### config.mk
export PLATFORM = sky130hd
export DESIGN_NAME = systolic_seq_ctrl
export DESIGN_NICKNAME = d
export VERILOG_FILES = /design/src/rtl/systolic_pkg.sv /design/src/rtl/seq_delay_line.sv /design/src/rtl/systolic_seq_ctrl.sv
export SDC_FILE = /design/constraint.sdc
export NUM_CORES = 1
export LEC_CHECK = 0
export CAP_MARGIN = 0
export CORE_UTILIZATION = 40
export DETAILED_ROUTE_END_ITERATION = 8
export GPL_TIMING_DRIVEN = 0
export PLACE_DENSITY_LB_ADDON = 0.25
export SLEW_MARGIN = 20
export SYNTH_ARGS = -nofsm -noshare
export SYNTH_HDL_FRONTEND = slang
export SYNTH_HIERARCHICAL = 1
export SYNTH_SLANG_ARGS = --single-unit
### constraint.sdc
create_clock -name clk -period 2.4 [get_ports clk]
set_clock_uncertainty 0.05 [all_clocks]
set_input_delay 0.48 -clock clk [delete_from_list [all_inputs] [get_ports clk]]
set_output_delay 0.48 -clock clk [all_outputs]
set_load 0.02 [all_outputs]
### src/rtl/systolic_pkg.sv
// Shared types and constants for the systolic-array sequencer.
//
// Contents:
//   seq_state_e  - sequencer FSM state encoding
//   WLOAD_*      - weight-interface load codes driven on w_load
//   max3         - helper used to size the phase counter
package systolic_pkg;

    typedef enum logic [2:0] {
        StIdle   = 3'd0,
        StLoadLo = 3'd1,
        StStream = 3'd2,
        StLoadHi = 3'd3,
        StFeed   = 3'd4,
        StDrain  = 3'd5,
        StDone   = 3'd6
    } seq_state_e;

    localparam logic [2:0] WLOAD_NONE = 3'b000;
    localparam logic [2:0] WLOAD_LO   = 3'b001;
    localparam logic [2:0] WLOAD_HI   = 3'b010;

    function automatic int unsigned max3(input int unsigned a,
                                         input int unsigned b,
                                         input int unsigned c);
        int unsigned m;
        m = (a > b) ? a : b;
        return (m > c) ? m : c;
    endfunction

endpackage

### src/rtl/seq_delay_line.sv
// Single-bit delay line with synchronous clear.
//
// Ports:
//   clk   - rising-edge clock
//   rst_n - asynchronous active-low reset (empties the line)
//   clr   - synchronous clear of every stage
//   d     - input bit
//   q     - d delayed by DEPTH cycles (combinational pass-through when DEPTH == 0)
module seq_delay_line #(
    parameter int unsigned DEPTH = 2
) (
    input  logic clk,
    input  logic rst_n,
    input  logic clr,
    input  logic d,
    output logic q
);

    if (DEPTH == 0) begin : g_bypass
        assign q = d;
    end else begin : g_shift
        logic [DEPTH-1:0] sr_q;
        logic [DEPTH-1:0] sr_d;

        // Stage 0 takes d; stage i takes stage i-1.
        always_comb begin
            sr_d = '0;
            if (!clr) begin
                sr_d[0] = d;
                for (int i = 1; i < int'(DEPTH); i++) begin
                    sr_d[i] = sr_q[i-1];
                end
            end
        end

        always_ff @(posedge clk or negedge rst_n) begin
            if (!rst_n) begin
                sr_q <= '0;
            end else begin
                sr_q <= sr_d;
            end
        end

        assign q = sr_q[DEPTH-1];
    end

endmodule

### src/rtl/systolic_seq_ctrl.sv
// Layer sequencer for a weight-stationary systolic MAC array.
//
// Per layer: load lower weight half, let the weight skew stream through the
// columns, load upper half while clearing accumulators, feed N_INPUTS input
// words, then drain the array and flag the layer result. N_LAYERS layers run
// back to back per start, followed by a one-cycle done pulse.
//
// Ports:
//   clk        - rising-edge clock
//   rst_n      - asynchronous active-low reset
//   start      - begin a run (sampled only while idle)
//   abort      - synchronous cancel back to idle (wins over everything)
//   w_load     - weight load code (WLOAD_NONE / WLOAD_LO / WLOAD_HI)
//   in_load_en - advance input-memory address
//   mac_en     - array enable, in_load_en delayed by the input read latency
//   acc_clr    - one-cycle accumulator clear
//   out_valid  - one-cycle pulse when a layer result is ready
//   layer_idx  - current layer index
//   busy       - high whenever not idle
//   done       - one-cycle pulse at run completion
//
// Assumes N_LAYERS >= 2, N_INPUTS >= 1 and IN_LAT + DRAIN_CYC >= 1.
module systolic_seq_ctrl
    import systolic_pkg::*;
#(
    parameter int unsigned N_MACS    = 4,
    parameter int unsigned N_LAYERS  = 4,
    parameter int unsigned N_INPUTS  = 8,
    parameter int unsigned IN_LAT    = 2,
    parameter int unsigned DRAIN_CYC = N_MACS
) (
    input  logic                        clk,
    input  logic                        rst_n,
    input  logic                        start,
    input  logic                        abort,
    output logic [2:0]                  w_load,
    output logic                        in_load_en,
    output logic                        mac_en,
    output logic                        acc_clr,
    output logic                        out_valid,
    output logic [$clog2(N_LAYERS)-1:0] layer_idx,
    output logic                        busy,
    output logic                        done
);

    localparam int unsigned STREAM_LEN = N_MACS + 1;
    localparam int unsigned FEED_LEN   = N_INPUTS;
    localparam int unsigned DRAIN_LEN  = IN_LAT + DRAIN_CYC;
    localparam int unsigned MAX_LEN    = max3(STREAM_LEN, FEED_LEN, DRAIN_LEN);
    localparam int unsigned CNT_W      = $clog2(MAX_LEN + 1);
    localparam int unsigned LIDX_W     = $clog2(N_LAYERS);

    localparam logic [CNT_W-1:0]  STREAM_LAST = CNT_W'(STREAM_LEN - 1);
    localparam logic [CNT_W-1:0]  FEED_LAST   = CNT_W'(FEED_LEN - 1);
    localparam logic [CNT_W-1:0]  DRAIN_LAST  = CNT_W'(DRAIN_LEN - 1);
    localparam logic [LIDX_W-1:0] LAYER_LAST  = LIDX_W'(N_LAYERS - 1);

    seq_state_e        state_q, state_d;
    logic [CNT_W-1:0]  cnt_q, cnt_d;
    logic [LIDX_W-1:0] layer_q, layer_d;

    logic [2:0] w_load_q, w_load_d;
    logic       in_load_en_q, in_load_en_d;
    logic       acc_clr_q, acc_clr_d;
    logic       out_valid_q, out_valid_d;
    logic       busy_q, busy_d;
    logic       done_q, done_d;

    // Next state, phase counter and layer index. cnt counts cycles spent in
    // the current phase and restarts at 0 on every phase entry.
    always_comb begin
        state_d = state_q;
        cnt_d   = cnt_q + CNT_W'(1);
        layer_d = layer_q;

        unique case (state_q)
            StIdle: begin
                cnt_d = '0;
                if (start) begin
                    state_d = StLoadLo;
                end
            end
            StLoadLo: begin
                state_d = StStream;
                cnt_d   = '0;
            end
            StStream: begin
                if (cnt_q == STREAM_LAST) begin
                    state_d = StLoadHi;
                    cnt_d   = '0;
                end
            end
            StLoadHi: begin
                state_d = StFeed;
                cnt_d   = '0;
            end
            StFeed: begin
                if (cnt_q == FEED_LAST) begin
                    state_d = StDrain;
                    cnt_d   = '0;
                end
            end
            StDrain: begin
                if (cnt_q == DRAIN_LAST) begin
                    cnt_d = '0;
                    if (layer_q == LAYER_LAST) begin
                        state_d = StDone;
                    end else begin
                        state_d = StLoadLo;
                        layer_d = layer_q + LIDX_W'(1);
                    end
                end
            end
            StDone: begin
                state_d = StIdle;
                cnt_d   = '0;
                layer_d = '0;
            end
            default: begin
                state_d = StIdle;
                cnt_d   = '0;
                layer_d = '0;
            end
        endcase

        // Abort overrides every transition, including start from idle.
        if (abort) begin
            state_d = StIdle;
            cnt_d   = '0;
            layer_d = '0;
        end
    end

    // Outputs are decoded from the next state so they appear registered and
    // aligned with the state they describe.
    always_comb begin
        unique case (state_d)
            StLoadLo: w_load_d = WLOAD_LO;
            StLoadHi: w_load_d = WLOAD_HI;
            default:  w_load_d = WLOAD_NONE;
        endcase
        in_load_en_d = (state_d == StFeed);
        acc_clr_d    = (state_d == StLoadHi);
        out_valid_d  = (state_d == StDrain) && (cnt_d == DRAIN_LAST);
        busy_d       = (state_d != StIdle);
        done_d       = (state_d == StDone);
    end

    always_ff @(posedge clk or negedge rst_n) begin
        if (!rst_n) begin
            state_q      <= StIdle;
            cnt_q        <= '0;
            layer_q      <= '0;
            w_load_q     <= WLOAD_NONE;
            in_load_en_q <= 1'b0;
            acc_clr_q    <= 1'b0;
            out_valid_q  <= 1'b0;
            busy_q       <= 1'b0;
            done_q       <= 1'b0;
        end else begin
            state_q      <= state_d;
            cnt_q        <= cnt_d;
            layer_q      <= layer_d;
            w_load_q     <= w_load_d;
            in_load_en_q <= in_load_en_d;
            acc_clr_q    <= acc_clr_d;
            out_valid_q  <= out_valid_d;
            busy_q       <= busy_d;
            done_q       <= done_d;
        end
    end

    // mac_en tracks in_load_en shifted by the input-memory read latency; abort
    // flushes any in-flight enables so the array stops immediately.
    seq_delay_line #(
        .DEPTH (IN_LAT)
    ) u_mac_delay (
        .clk   (clk),
        .rst_n (rst_n),
        .clr   (abort),
        .d     (in_load_en_q),
        .q     (mac_en)
    );

    assign w_load     = w_load_q;
    assign in_load_en = in_load_en_q;
    assign acc_clr    = acc_clr_q;
    assign out_valid  = out_valid_q;
    assign layer_idx  = layer_q;
    assign busy       = busy_q;
    assign done       = done_q;

endmodule

==> results.py <==
metrics = {
    "sta": {
        "period_needed_ns": 2.05,
        "fmax_mhz": 489,
        "rsz0062_at_grt": "false",
        "hold_viol_final": 0,
        "tns_ns": 0,
        "maxSlewHeadroom_pct": 50.8,
        "fin_crit_sh_pct": 85.2,
        "maxSlewViolCount": 0,
        "tightest_slew_ns": 0.736,
        "setup_violations": 0,
    },
    "floorplan": {
        "die_y_um": 51.5,
        "core_sq_mm": 0.00225,
        "die_w_um": 51.5,
        "placementRows": 17,
        "num_io_pins": 15,
        "die-area_sq_mm": 0.00265,
        "start_util_pct": 43.5,
    },
    "layout": {
        "fillers": 223,
        "layout_commonest_cell": "dfrtp_1",
        "final_util_pct": 52.0,
        "diodes": 0,
        "final_cell_mix": "dfrtp_1 (17), clkdlybuf4s50_1 (13), nor2_1 (9)",
        "fin_nets": 120,
        "fin_area_sq_mm": 0.00117,
        "area_growth_pct": 19.7,
        "drive_gt1_share_pct": 14.5,
    },
    "synthesis": {
        "synth-seq-area-share_pct": 43.4,
        "syn_inst": 93,
        "syn_area_sq_um": 980,
        "synth.net_count": 102,
        "ys_seq_elements": 17,
        "ys_types": 40,
        "yosysWarnings": 6,
        "postSynthAreaPerCell_sq_um": 10.5,
    },
    "pwr": {
        "p_leak_nw": 0.518,
        "vdd_drop_max_uv": 339,
        "power_uw": 563,
        "pwr_density_cell_mw_per_mm2": 480,
    },
    "run_status": {
        "status": "completed",
    },
    "critical_path": {
        "worstPathArrival_ns": 2.18,
        "cp-start-kind": "register",
        "slowest_stage": "dfrtp_1",
        "crit_path_frequent_cell": "inv_1",
        "worst-path-buf-inv": 2,
        "required_ns": 2.53,
        "crit_family": "compound AO/OA/AOI/OAI gates",
        "worst_path_largest_cell_delay_ns": 0.44,
        "crit_chain": "inv_1 -> ha_1 -> nand4b_1 -> a32o_1 -> o21ai_2 -> inv_1 -> or3_1",
        "crit_fanout": 4,
        "cp-end-kind": "register",
        "critPathKind": "register to register",
    },
    "flow_run": {
        "maxCapViolCount": 0,
    },
    "clock_tree": {
        "clock_sink_count": 17,
        "hold_buffers": 0,
        "cts_buffers": 3,
        "cts-root-buf": "clkbuf_4",
        "cts_tree": "yes",
        "h-tree-depth": 1,
        "clockBufferDepth": 2,
        "cts_resized": 0,
        "clkTransAtPathRegs_ns": 0.10,
        "worstSkewPairLatency_ns": 0.29,
        "post_cts_buffers": 0,
    },
    "routing": {
        "route.met2.wl_um": 932,
        "drt_iter0_markers": 6,
        "post_drt_wl_per_cell_um": 13.8,
        "vias": 749,
        "drc": 0,
        "top_layer": "met4",
        "wl_met3_um": 83,
        "via_per_inst": 5.43,
        "m1WireLength_um": 855,
        "final_antenna_net_count": 0,
        "firstDrtPassIters": 4,
        "wl_mm": 1.91,
    },
    "place": {
        "numPortBuffers": 13,
        "gp_congestion": 0.840,
        "placed_area_sq_mm": 0.00114,
        "dp_hpwl_mm": 1.37,
    },
    "global_routing": {
        "grt_pass1_vias": 740,
        "antenna_found_initial": 0,
        "grt_max_degree": 18,
        "grtUsageTotal_pct": 17.1,
        "grt_pass1_wl_mm": 3.28,
        "grt_overflow": 0,
    },
    "hold_path": {
        "hold_path.class": "register to register",
    },
}
-- layer usage --
| layer | track usage [%] | vias up |
|---|---|---|
| li1 | - | 359 |
| met4 | 9.91 | 0 |
| met2 | 26.8 | 26 |
| met1 | 22.0 | 359 |
| met3 | 3.22 | 5 |
| met5 | 0 | - |
-- stage by stage --
stage / cells / hold WS, ns / setup WS (ns)
4_1_cts: 138 / 0.445 / 0.343
6_report: 138 / 0.441 / 0.355
3_3_place_gp: 134 / 0.395 / 0.370
3_5_place_dp: 134 / 0.421 / 0.354
5_1_grt: 138 / 0.492 / 0.262
2_1_floorplan: 93 / 0.134 / 0.566
-- power breakdown --
| part | switching [mW] | internal, mW |
|---|---|---|
| Combinational | 0.0569 | 0.0454 |
| Sequential | 0.00636 | 0.297 |
| Clock | 0.0953 | 0.0621 |
-- kinds of logic after synthesis --
family	after synthesis	share of synthesized area [%]
adders and majority gates	5	6.39
muxes	1	1.02
DFF	17	43.4
other	1	0.383
and+or+nand+nor	39	26.7
xor gates and xnor gates	3	2.68
AOI/OAI and AO/OA	15	11.0
buffers and inverters	12	8.43
-- registers in the layout (all words and copies together) (netlist names) --
register and cells:
acc_clr 1, busy 1, cnt_q 4, done 1
in_load_en 1, layer_idx 2, out_valid 1, state_q 3
u_mac_delay/g_shift.sr_q 2, w_load 1
-- cells in the mapped netlist (all sizes together) --
master,number,area (sq um)
nand2b,1,6.26
conb,1,3.75
buf,6,60.1
o2111ai,1,8.76
nand2,2,7.51
a21oi,3,15.0
a32oi,1,8.76
and3b,1,8.76
xor2,2,17.5
dfrtp,17,425
o21ai,3,18.8
a22oi,1,7.51
nor2,9,33.8
nor3,3,25.0
or2,1,6.26
or3,1,6.26
or4,1,11.3
nand3,4,20.0
nand4b,3,26.3
nand3b,2,15.0
nand4bb,1,11.3
nor3b,2,26.3
a32o,1,10.0
inv,6,22.5
and2,1,6.26
o31a,1,8.76
a31oi,1,6.26
xnor2,1,8.76
nor2b,4,32.5
o21bai,1,7.51
and3,3,18.8
a211oi,1,7.51
a2bb2oi,1,8.76
ha,5,62.6
mux2i,1,10.0
-- final timing paths --
path / slack, ns / startpoint / to / cells past startpoint
max: 0.35 / cnt_q[1] / busy / 7
min: 0.44 / u_mac_delay/g_shift.sr_q[0] / u_mac_delay/g_shift.sr_q[1] / 1
max reg2reg: 0.35 / cnt_q[1] / busy / 7
min reg2reg: 0.44 / u_mac_delay/g_shift.sr_q[0] / u_mac_delay/g_shift.sr_q[1] / 1
max in group asynchronous: 1.28 / rst_n / state_q[0] / 1
min in group asynchronous: 0.56 / rst_n / cnt_q[3] / 1
-- worst reg2reg max path, delay by kind of cell, from the launching register on --
| family | cells | cell delay, ns |
|---|---|---|
| buffers and inverters | 2 | 0.17 |
| and+or+nand+nor | 2 | 0.51 |
| AOI/OAI and AO/OA | 2 | 0.56 |
| DFF | 1 | 0.44 |
| adders and majority gates | 1 | 0.22 |
-- cell type report --
cell class	instances	area [sq um]	area share [%]
multi-input cells	64	472	40.2
flip-flops and latches	17	425	36.3
repair buffers	13	130	11.1
plain buffers	6	60.1	5.12
well taps	28	35.0	2.99
clock buffers	3	22.5	1.92
inverters	6	22.5	1.92
clock inverters	1	5.00	0.427
Note: power is estimated with default switching activity, not from simulation.
